<file path="src/rtl/seq_det_param.sv">
// Serial pattern detector with a runtime-programmable pattern of 1..MAX_LEN bits,
// selectable overlapping/non-overlapping matching and a saturating match counter.
module seq_det_param #(
  parameter int MAX_LEN = 8,
  parameter int CNT_W   = 8,
  parameter int LEN_W   = $clog2(MAX_LEN + 1)
) (
  input  logic               clk,
  input  logic               reset,
  input  logic               x,
  input  logic               in_valid,
  input  logic               cfg_load,
  input  logic [MAX_LEN-1:0] pattern,
  input  logic [LEN_W-1:0]   pat_len,
  input  logic               overlap,
  input  logic               clr_count,
  output logic               match,
  output logic [CNT_W-1:0]   match_count,
  output logic               count_sat,
  output logic               armed,
  output logic               cfg_err
);

  typedef enum logic {IDLE, RUN} state_t;

  localparam logic [LEN_W-1:0] MAX_L   = LEN_W'(MAX_LEN);
  localparam logic [LEN_W-1:0] LEN_ONE = LEN_W'(1);
  localparam logic [CNT_W-1:0] CNT_MAX = '1;
  localparam logic [CNT_W-1:0] CNT_ONE = CNT_W'(1);

  state_t             state;
  logic [MAX_LEN-1:0] hist, pat_r, hist_next, mask;
  logic [LEN_W-1:0]   fill, len_r, fill_next;
  logic               ovl_r, len_ok, hit;

  always_comb begin
    len_ok    = (pat_len != '0) && (pat_len <= MAX_L);
    hist_next = {hist[MAX_LEN-2:0], x};
    fill_next = (fill == MAX_L) ? fill : fill + LEN_ONE;
    mask      = '0;
    for (int unsigned i = 0; i < MAX_LEN; i++)
      mask[i] = (LEN_W'(i) < len_r);
    // A cfg_load cycle discards the presented bit, so it can never complete a match.
    hit = (state == RUN) && in_valid && !cfg_load && (fill_next >= len_r) &&
          ((hist_next & mask) == (pat_r & mask));
  end

  always_ff @(posedge clk) begin
    if (reset) begin
      state       <= IDLE;
      hist        <= '0;
      fill        <= '0;
      pat_r       <= '0;
      len_r       <= '0;
      ovl_r       <= 1'b0;
      match       <= 1'b0;
      match_count <= '0;
      count_sat   <= 1'b0;
      armed       <= 1'b0;
      cfg_err     <= 1'b0;
    end else begin
      match <= hit;

      case (state)
        IDLE: begin
          if (cfg_load) begin
            if (len_ok) begin
              pat_r   <= pattern;
              len_r   <= pat_len;
              ovl_r   <= overlap;
              hist    <= '0;
              fill    <= '0;
              cfg_err <= 1'b0;
              armed   <= 1'b1;
              state   <= RUN;
            end else begin
              cfg_err <= 1'b1;
            end
          end
        end
        RUN: begin
          if (cfg_load) begin
            if (len_ok) begin
              pat_r   <= pattern;
              len_r   <= pat_len;
              ovl_r   <= overlap;
              hist    <= '0;
              fill    <= '0;
              cfg_err <= 1'b0;
            end else begin
              cfg_err <= 1'b1;
              armed   <= 1'b0;
              state   <= IDLE;
            end
          end else if (in_valid) begin
            hist <= hist_next;
            fill <= (hit && !ovl_r) ? '0 : fill_next;
          end
        end
        default: state <= IDLE;
      endcase

      // Clear wins over increment, but a coincident hit still counts as one.
      if (clr_count) begin
        match_count <= hit ? CNT_ONE : '0;
        count_sat   <= hit && (CNT_W == 1);
      end else if (hit && (match_count != CNT_MAX)) begin
        match_count <= match_count + CNT_ONE;
        if (match_count + CNT_ONE == CNT_MAX)
          count_sat <= 1'b1;
      end
    end
  end

endmodule

</file>
<file path="config.mk">
export PLATFORM = sky130hd
export DESIGN_NAME = seq_det_param
export DESIGN_NICKNAME = d
export VERILOG_FILES = /design/src/rtl/seq_det_param.sv
export SDC_FILE = /design/constraint.sdc
export NUM_CORES = 1
export LEC_CHECK = 0
export ABC_CLOCK_PERIOD_IN_PS = 2590
export CAP_MARGIN = 0
export CORE_ASPECT_RATIO = 0.6
export CORE_MARGIN = 10
export CORE_UTILIZATION = 35
export CTS_CLUSTER_DIAMETER = 80
export DETAILED_ROUTE_END_ITERATION = 12
export HOLD_SLACK_MARGIN = 0.03
export PLACE_DENSITY = 0.54
export RECOVER_POWER = 100
export SYNTH_ARGS = -nofsm -noshare
export SYNTH_HDL_FRONTEND = slang
export SYNTH_SLANG_ARGS = --single-unit
</file>
<file path="constraint.sdc">
create_clock -name clk -period 2.59 [get_ports clk]
set_input_delay 0.777 -clock clk [delete_from_list [all_inputs] [get_ports clk]]
set_output_delay 0.777 -clock clk [all_outputs]
set_load 0.01 [all_outputs]
</file>
==> results of run 1 <==
==> synth_stat cells (3+ instances only) <==
master	number
sky130_fd_sc_hd__ha_1	8
sky130_fd_sc_hd__o21ai_0	3
sky130_fd_sc_hd__xnor2_1	10
sky130_fd_sc_hd__inv_1	9
sky130_fd_sc_hd__nand2b_1	5
sky130_fd_sc_hd__dfxtp_1	37
sky130_fd_sc_hd__or3_1	6
sky130_fd_sc_hd__nor2_1	19
sky130_fd_sc_hd__nand2_1	38
sky130_fd_sc_hd__clkbuf_1	7
sky130_fd_sc_hd__nand3_1	5
sky130_fd_sc_hd__mux2i_1	9
sky130_fd_sc_hd__nor4_2	3
sky130_fd_sc_hd__nor3_1	9
sky130_fd_sc_hd__a31oi_1	4
sky130_fd_sc_hd__a21oi_1	18
sky130_fd_sc_hd__a22oi_1	8
sky130_fd_sc_hd__buf_6	4
==> layer usage <==
layer / track usage, % / vias up / wire (um)
li1: - / 976 / -
met1: 17.9 / 838 / 3090
met2: 14.7 / 44 / 2040
met3: 3.67 / 2 / 350
met4: 2.76 / 0 / 15
met5: 0 / - / 0
==> cells by family after synthesis <==
logic type	Yosys count	share of synthesized area (%)
adder cells (fa/ha/maj)	8	4.79
flip-flops	37	35.5
buffers and inverters	20	5.03
multiplexers	9	4.31
AND/OR/NAND/NOR	103	26.3
XOR/XNOR	11	4.61
AO/OA/AOI/OAI	56	19.5
==> placed cells by master (no fill, tap or decap), drive strengths merged, types with 2 or more instances in the layout <==
master         Yosys  final
a211oi             2      2
a21o               2      2
a21oi             18     18
a22oi              8      8
a31oi              4      4
and2               2      2
buf                4     21
clkbuf             7      8
clkdlybuf4s50      0     17
clkinvlp           0      2
dfxtp             37     37
dlygate4sd3        0     13
ha                 8      8
inv                9      9
mux2i              9      9
nand2             38     38
nand2b             5      5
nand3              5      5
nand4              2      2
nor2              19     19
nor3              10     10
nor4               6      6
nor4b              2      2
o21ai              4      4
o21bai             2      2
o221ai             2      2
o22ai              2      2
o31ai              2      2
o41ai              2      2
or2                2      2
or3                6      6
xnor2             10     10
==> worst paths after layout <==
kind,start,to,slack (ns),depth (start not counted)
worst max-delay path,fill[0]$_SDFFE_PP0P_,match_count[3]$_SDFFE_PP0P_,0.1,13
worst min-delay path,pat_r[0]$_SDFFE_PP0P_,pat_r[0]$_SDFFE_PP0P_,0.47,2
worst max register to register,fill[0]$_SDFFE_PP0P_,match_count[3]$_SDFFE_PP0P_,0.1,13
worst min register to register,pat_r[0]$_SDFFE_PP0P_,pat_r[0]$_SDFFE_PP0P_,0.47,2
==> power groups by stage <==
stage	Combinational [uW]	Clock, uW	Sequential (uW)
2_1_floorplan	98.4	0	610
3_3_place_gp	172	0	614
3_5_place_dp	173	0	614
4_1_cts	177	414	601
5_1_grt	210	446	603
6_report	193	404	600
==> through the flow <==
step                      TNS, ns  util, %  area, um^2  setup WS, ns
after detailed placement    -1.76     45.7        2590        -0.180
after CTS                       0     47.8        2710      0.000742
after floorplan                 0        -        2090        0.0410
after global placement      -2.00     45.7        2590        -0.245
after global routing      -0.0610     49.0        2780       -0.0326
final                           0     49.0        2780        0.0962
==> final cells by class <==
| cell class | count | area [um^2] | share of cell area [%] |
|---|---|---|---|
| multi-input combinational | 187 | 1310 | 47.2 |
| sequential | 37 | 741 | 26.6 |
| timing repair buffer | 53 | 507 | 18.2 |
| tap | 80 | 100 | 3.60 |
| clock buffer | 6 | 72.6 | 2.61 |
| inverter | 9 | 33.8 | 1.22 |
| clock inverter | 2 | 15.0 | 0.540 |
==> state kept, by name, summed over array words and instances, names as in the netlist, named ones only <==
register,count
match_count,8
armed,1
pat_r,8
hist,7
fill,4
count_sat,1
len_r,4
cfg_err,1
ovl_r,1
match,1
==> critical path, stage by stage (launching register included) <==
cell	delay, ns
sky130_fd_sc_hd__dfxtp_1	0.32
sky130_fd_sc_hd__inv_2	0.07
sky130_fd_sc_hd__ha_1	0.14
sky130_fd_sc_hd__nand2_1	0.06
sky130_fd_sc_hd__or2_4	0.25
sky130_fd_sc_hd__xnor2_2	0.19
sky130_fd_sc_hd__inv_1	0.06
sky130_fd_sc_hd__ha_1	0.28
sky130_fd_sc_hd__nand2b_4	0.12
sky130_fd_sc_hd__a211oi_2	0.08
sky130_fd_sc_hd__o21ba_4	0.23
sky130_fd_sc_hd__clkbuf_16	0.16
sky130_fd_sc_hd__nor4_4	0.27
sky130_fd_sc_hd__mux2i_1	0.20
==> repair_timing <==
| item | 4_1_cts | 5_1_grt |
|---|---|---|
| endpoints found under the setup margin | 10 | 14 |
| cloned | 0 | 1 |
| pin swaps | 0 | 7 |
| gates resized for setup | 5 | 9 |
==> results list, run 1 <==
* Top cell type's share of synthesized area: 35.5%
- Number of top-level pins: 31
- Critical path capture point type: flip-flop
* Hold buffer count at cts: 0
- Required time at the worst-slack endpoint: 2.81 ns
- Total Wirelength: 5490 um
- The die covers 0.00956 mm^2.
- Time the worst path needs with I/O delays and setup: 2.49 ns
- Number of synthesized register bits: 37
- Num CTS Buffers: 5
* Number of buffers inserted to repair setup after CTS: 0
- The count of endpoints failing hold in the final timing report was 0.
- The share of the Yosys chip area taken by registers is 35.5%.
- The first global-routing pass estimated 9130 um of wire.
- For this run, the top clock speed supported by timing is 401 MHz.
- In this run the worst path has a maximum fanout of 4.
* Avg Inst Size Synth: 8.56 um^2
- Synthesis warning total: 0
- The cell area that synthesis handed to floorplanning was 0.00209 mm^2.
* Leading post-synthesis cells by cell area: sky130_fd_sc_hd__dfxtp_1 (35%), sky130_fd_sc_hd__nand2_1 (6.8%), sky130_fd_sc_hd__ha_1 (4.8%)
- Number of global-route vias before repair: 1728
- Routed wire per std cell: 14.7 um
* Count of maximum capacitance violations: 0
- Worst Tran Pin Value: 0.622 ns
- Power density cells: 431 mW/mm^2
* Post-synth EDFFs: 0
* Tot GR Track Use: 11.7%
- Final setup vio count: 0
- Arrival time worst endpoint: 2.71 ns
* Post-layout power: 1200 uW
- Final HPWL from detailed placement: 4210 um
- For the worst-skew pair, the clock arrives at the later sink with an insertion delay of 0.29 ns.
* Clock tree root buffer cell: sky130_fd_sc_hd__clkbuf_8
* Chip Width: 120 um
* Layout filler cell count: 584
* Core area: 0.00568 mm^2
- TritonCTS built the clock tree.
- Synthesized instance count: 244
- The worst-case IR drop observed on VDD is 0.215 mV.
- Library cell occupying the most area in the post-synthesis netlist: sky130_fd_sc_hd__dfxtp_1
- Clk network pwr share: 33.8%
* Post-synthesis cell type count: 49
* Remaining design rule violation count: 0
- Layout area overhead: 33.1%
- Sequential share of power: 50.1%
- Type of element launching the critical path: flip-flop
- Summing over every cut layer, the via total after detailed routing is 1860.
* Worst min-delay path class: reg -> reg
* Most used flip-flop cell after synthesis: sky130_fd_sc_hd__dfxtp_1
* H-tree level count: 2
- Psw: 327 uW
- Status: complete, no violations
* Max Slew Vio Count: 0
- Cell internal power was estimated by the tool at 871 uW.
* Maximum buffer depth of the clock tree: 2
- Row generation in the floorplan step produced 21 rows.
* Average via count per standard cell: 4.97
* Static power due to leakage: 0.00100 uW
- On the final layout, the worst hold slack is 0.474 ns.
- The count of buffers added on input and output ports is 30.
- Entering global routing, the biggest net connects 22 pins.
* Clock sink count: 37
- The post-route netlist has 16.7% of its cells at a drive strength greater than 1.
- Synthesis produced a netlist with a net count of 271.
- Net switching is 27.3% of the power.
- Number of antenna violations at the first check in global routing: 0
- On the final layout, the worst clock skew is 0.00588 ns.
* # nets final: 320
- Ant diodes: 0
- DR pass1 iterations: 4
- The detail route stage leaves a number of antenna-violating nets equal to 0.
- Dividing the final minimum period by the clock period gives 96.3%.
* Final Non-Filler Cells: 374
- Logic gate share of total power: 16.1%
- Startpoint-to-endpoint class of the critical path: reg -> reg
- Once the floorplan was initialized, standard cells occupied 36.8% of the core.
- Clock-pin slew was measured on the worst setup and hold paths at 0.08 ns.
- Setup repair after global routing missed its margin: yes
* Cells after DPL: 365
- At the end of routability-driven placement, the weighted congestion stood at 0.843.
* Max-slew headroom at the worst pin: 58.5%
- Post-synthesis async set-or-reset flop share: 0%
* GRT overflow: 0
* Y dimension of the die: 79.8 um
- Initial drt markers: 119
Note: power is estimated with default switching activity, not from simulation.
==> inputs of run 2 (changes only) <==
CAP_MARGIN = not set   (was 0)
TNS_END_PERCENT = 30   (was not set)
==> run 2 against run 1 <==
  * Sequential share of layout area stayed put
  * Critical path depth stayed put
  * Wire length is 0.13% lower
  * Critical path type unchanged
  * Largest cell class unchanged
==> results list, run 2 (same netlist as run 1, synthesis figures left out) <==
- The share of cells above drive strength 1 was 16.7% (unchanged).
- For this design, the slowest cell found on the critical path is sky130_fd_sc_hd__dfxtp_1.
- Clock tree root buffer cell: sky130_fd_sc_hd__clkbuf_8
* Tot GR Track Use: 11.7% (unchanged)
* Most common cell after layout, fill and taps aside: sky130_fd_sc_hd__nand2_1
* Largest stage delay, worst path: 0.32 ns (about the same)
- The number of placed cells counting well taps is 365 (unchanged).
* Setup repair after global routing missed its margin: yes
- The highest clock frequency the design can meet came to 401 MHz (about the same).
- The most numerous cell type found on the critical path is sky130_fd_sc_hd__ha_1.
- Max Slew Vio Count: 0 (unchanged)
- The row count was 21 (unchanged).
* Family of cells with the greatest summed delay on the critical path: simple AND/OR/NAND/NOR gates
* IO buf count: 30 (unchanged)
- Clock sink count: 37 (unchanged)
- Required time at the worst-slack endpoint: 2.81 ns (about the same)
- Global-route wire length before repair: 9130 um (unchanged)
- Worst Tran Pin Value: 0.623 ns (+0.000105 ns)
* Y dimension of the die: 79.8 um (unchanged)
- The ratio of total power to cell area came to 431 mW/mm^2 (about the same).
- The number of DRC violations after detailed-routing iteration 0 is 121 (+1.7%).
* Static power due to leakage: 0.00100 uW (unchanged)
* Pin count of the biggest net entering global routing: 22 (unchanged)
- Worst-skew pair later-pin latency: 0.29 ns (about the same)
* Largest driver fanout on the critical path: 4 (unchanged)
- Layer carrying the most global-route usage: met1
- Number of top-level pins: 31 (unchanged)
- The global placement routability congestion came to 0.843 (unchanged).
- The floorplan die area is 0.00956 mm^2 (unchanged).
- Hold buffer count at cts: 0 (unchanged)
- The starting utilization of the core area was 36.8% (unchanged).
* Core area: 0.00568 mm^2 (unchanged)
* Layout area overhead: 33.1% (unchanged)
* Maximum buffer depth of the clock tree: 2 (unchanged)
* Startpoint-to-endpoint class of the critical path: reg -> reg
- Routed wire per std cell: 14.7 um (-0.13%)
- The initial antenna violation count came to 0 (unchanged).
* Number of buffers inserted to repair setup after CTS: 0 (unchanged)
- Number of antenna-violating nets in the routed design: 0 (unchanged)
- The horizontal extent of the die was 120 um (unchanged).
* Status: complete, no violations
* Final setup vio count: 0 (unchanged)
- Largest registers: match_count (8), pat_r (8), hist (7)
- The clock input transition at the sequential cells of the worst setup and hold paths was 0.08 ns (about the same).
- The via count of the first global-routing pass was 1728 (unchanged).
* Met1 GRT Util: 17.9% (unchanged)
- Ant diodes: 0 (unchanged)
- The worst endpoint data arrival time was 2.71 ns (about the same).
- Number of endpoints with negative hold slack in the final report: 0 (unchanged)
* Average via count per standard cell: 4.96 (-0.27%)
- Final Non-Filler Cells: 374 (unchanged)
- Post-layout power: 1200 uW (about the same)
- GRT overflow: 0 (unchanged)
- Setup tns final: 0 ns (unchanged)
- Period utilization: 96.3% (about the same)
- The worst setup path is launched from a flip-flop.
- TritonCTS built the clock tree.
- The worst setup path is captured at a flip-flop.
* M3 GR Usage: 3.67% (unchanged)
- H-tree level count: 2 (unchanged)
- Num CTS Buffers: 5 (unchanged)
- The final clock skew is 0.00581 ns (-0.0000688 ns).
- Cell-by-cell trace of the critical path: inv_2, ha_1, nand2_1, or2_4, xnor2_2, inv_1, ha_1, nand2b_4, a211oi_2, o21ba_4, clkbuf_16, nor4_4, mux2i_1
- Time the worst path needs with I/O delays and setup: 2.49 ns (-0.000736 ns)
- The cell area after layout is 0.00278 mm^2 (unchanged).
- Final HPWL from detailed placement: 4210 um (unchanged)
* # nets final: 320 (unchanged)
- The via count came to 1855 (-0.27%).
* Global routing met2 resource utilization: 14.7% (unchanged)
- DP Area: 0.00259 mm^2 (unchanged)
* Commonest non-fill, non-tap cells in the layout: sky130_fd_sc_hd__nand2_1 (38), sky130_fd_sc_hd__dfxtp_1 (37), sky130_fd_sc_hd__nor2_1 (19), sky130_fd_sc_hd__buf_4 (19), sky130_fd_sc_hd__a21oi_1 (18)
- The worst hold path belongs to the class reg -> reg.
- The number of design rule violations left after detail routing is 0 (unchanged).
* Total buffers and inverters traversed by the critical path: 3 (unchanged)
- The post-detailed-routing wire length was 5490 um (-0.13%).
* Max-slew headroom at the worst pin: 58.5% (about the same)
- The count of TritonRoute iterations in the first routing pass came to 4 (unchanged).
- The maximum ir drop on the vdd rail was 0.215 mV (about the same).
- Count of maximum capacitance violations: 0 (unchanged)
[run 2: power breakdown]
group          switching, uW  leakage (uW)  internal (uW)
combinational           95.3      0.000667           97.4
clock                    215     0.0000374            190
sequential              16.8      0.000300            584
[run 2: final timing paths]
path,startpoint,end,slack (ns),depth (start not counted)
hold reg to reg,pat_r[0]$_SDFFE_PP0P_,pat_r[0]$_SDFFE_PP0P_,0.47,2
setup reg to reg,fill[0]$_SDFFE_PP0P_,match_count[3]$_SDFFE_PP0P_,0.1,13
setup / recovery,fill[0]$_SDFFE_PP0P_,match_count[3]$_SDFFE_PP0P_,0.1,13
hold / removal,pat_r[0]$_SDFFE_PP0P_,pat_r[0]$_SDFFE_PP0P_,0.47,2
[run 2: worst register-to-register path, stage by stage (launching register included)]
cell                        delay, ns
sky130_fd_sc_hd__dfxtp_1         0.32
sky130_fd_sc_hd__inv_2           0.07
sky130_fd_sc_hd__ha_1            0.14
sky130_fd_sc_hd__nand2_1         0.06
sky130_fd_sc_hd__or2_4           0.25
sky130_fd_sc_hd__xnor2_2         0.19
sky130_fd_sc_hd__inv_1           0.06
sky130_fd_sc_hd__ha_1            0.28
sky130_fd_sc_hd__nand2b_4        0.12
sky130_fd_sc_hd__a211oi_2        0.08
sky130_fd_sc_hd__o21ba_4         0.23
sky130_fd_sc_hd__clkbuf_16       0.16
sky130_fd_sc_hd__nor4_4          0.27
sky130_fd_sc_hd__mux2i_1         0.20
[run 2: per-stage QoR]
stage / utilization, % / hold WS [ns] / setup WS, ns
2_1_floorplan: - / 0.449 / 0.0410
6_report: 49.0 / 0.474 / 0.0969
3_5_place_dp: 45.7 / 0.451 / -0.180
3_3_place_gp: 45.7 / 0.446 / -0.245
4_1_cts: 47.8 / 0.476 / 0.000742
5_1_grt: 49.0 / 0.491 / -0.0326
[run 2: layout make-up]
| cell class | instances | area, um^2 |
|---|---|---|
| flip-flops and latches | 37 | 741 |
| multi-input cells | 187 | 1310 |
| clock buffers | 6 | 72.6 |
| well taps | 80 | 100 |
| clock inverters | 2 | 15.0 |
| inverters | 9 | 33.8 |
| fillers | 584 | 2900 |
| repair buffers | 53 | 507 |
[run 2: timing repair]
item,4_1_cts,5_1_grt
setup endpoints to repair,10,14
pin swaps,0,7
gates cloned,0,1
gates resized for setup,5,9
[run 2: layer usage]
metal	vias to the layer above	part of all wire, %
li1	974	-
met1	832	56
met2	47	37
met3	2	6.7
met4	0	0.27
met5	-	0
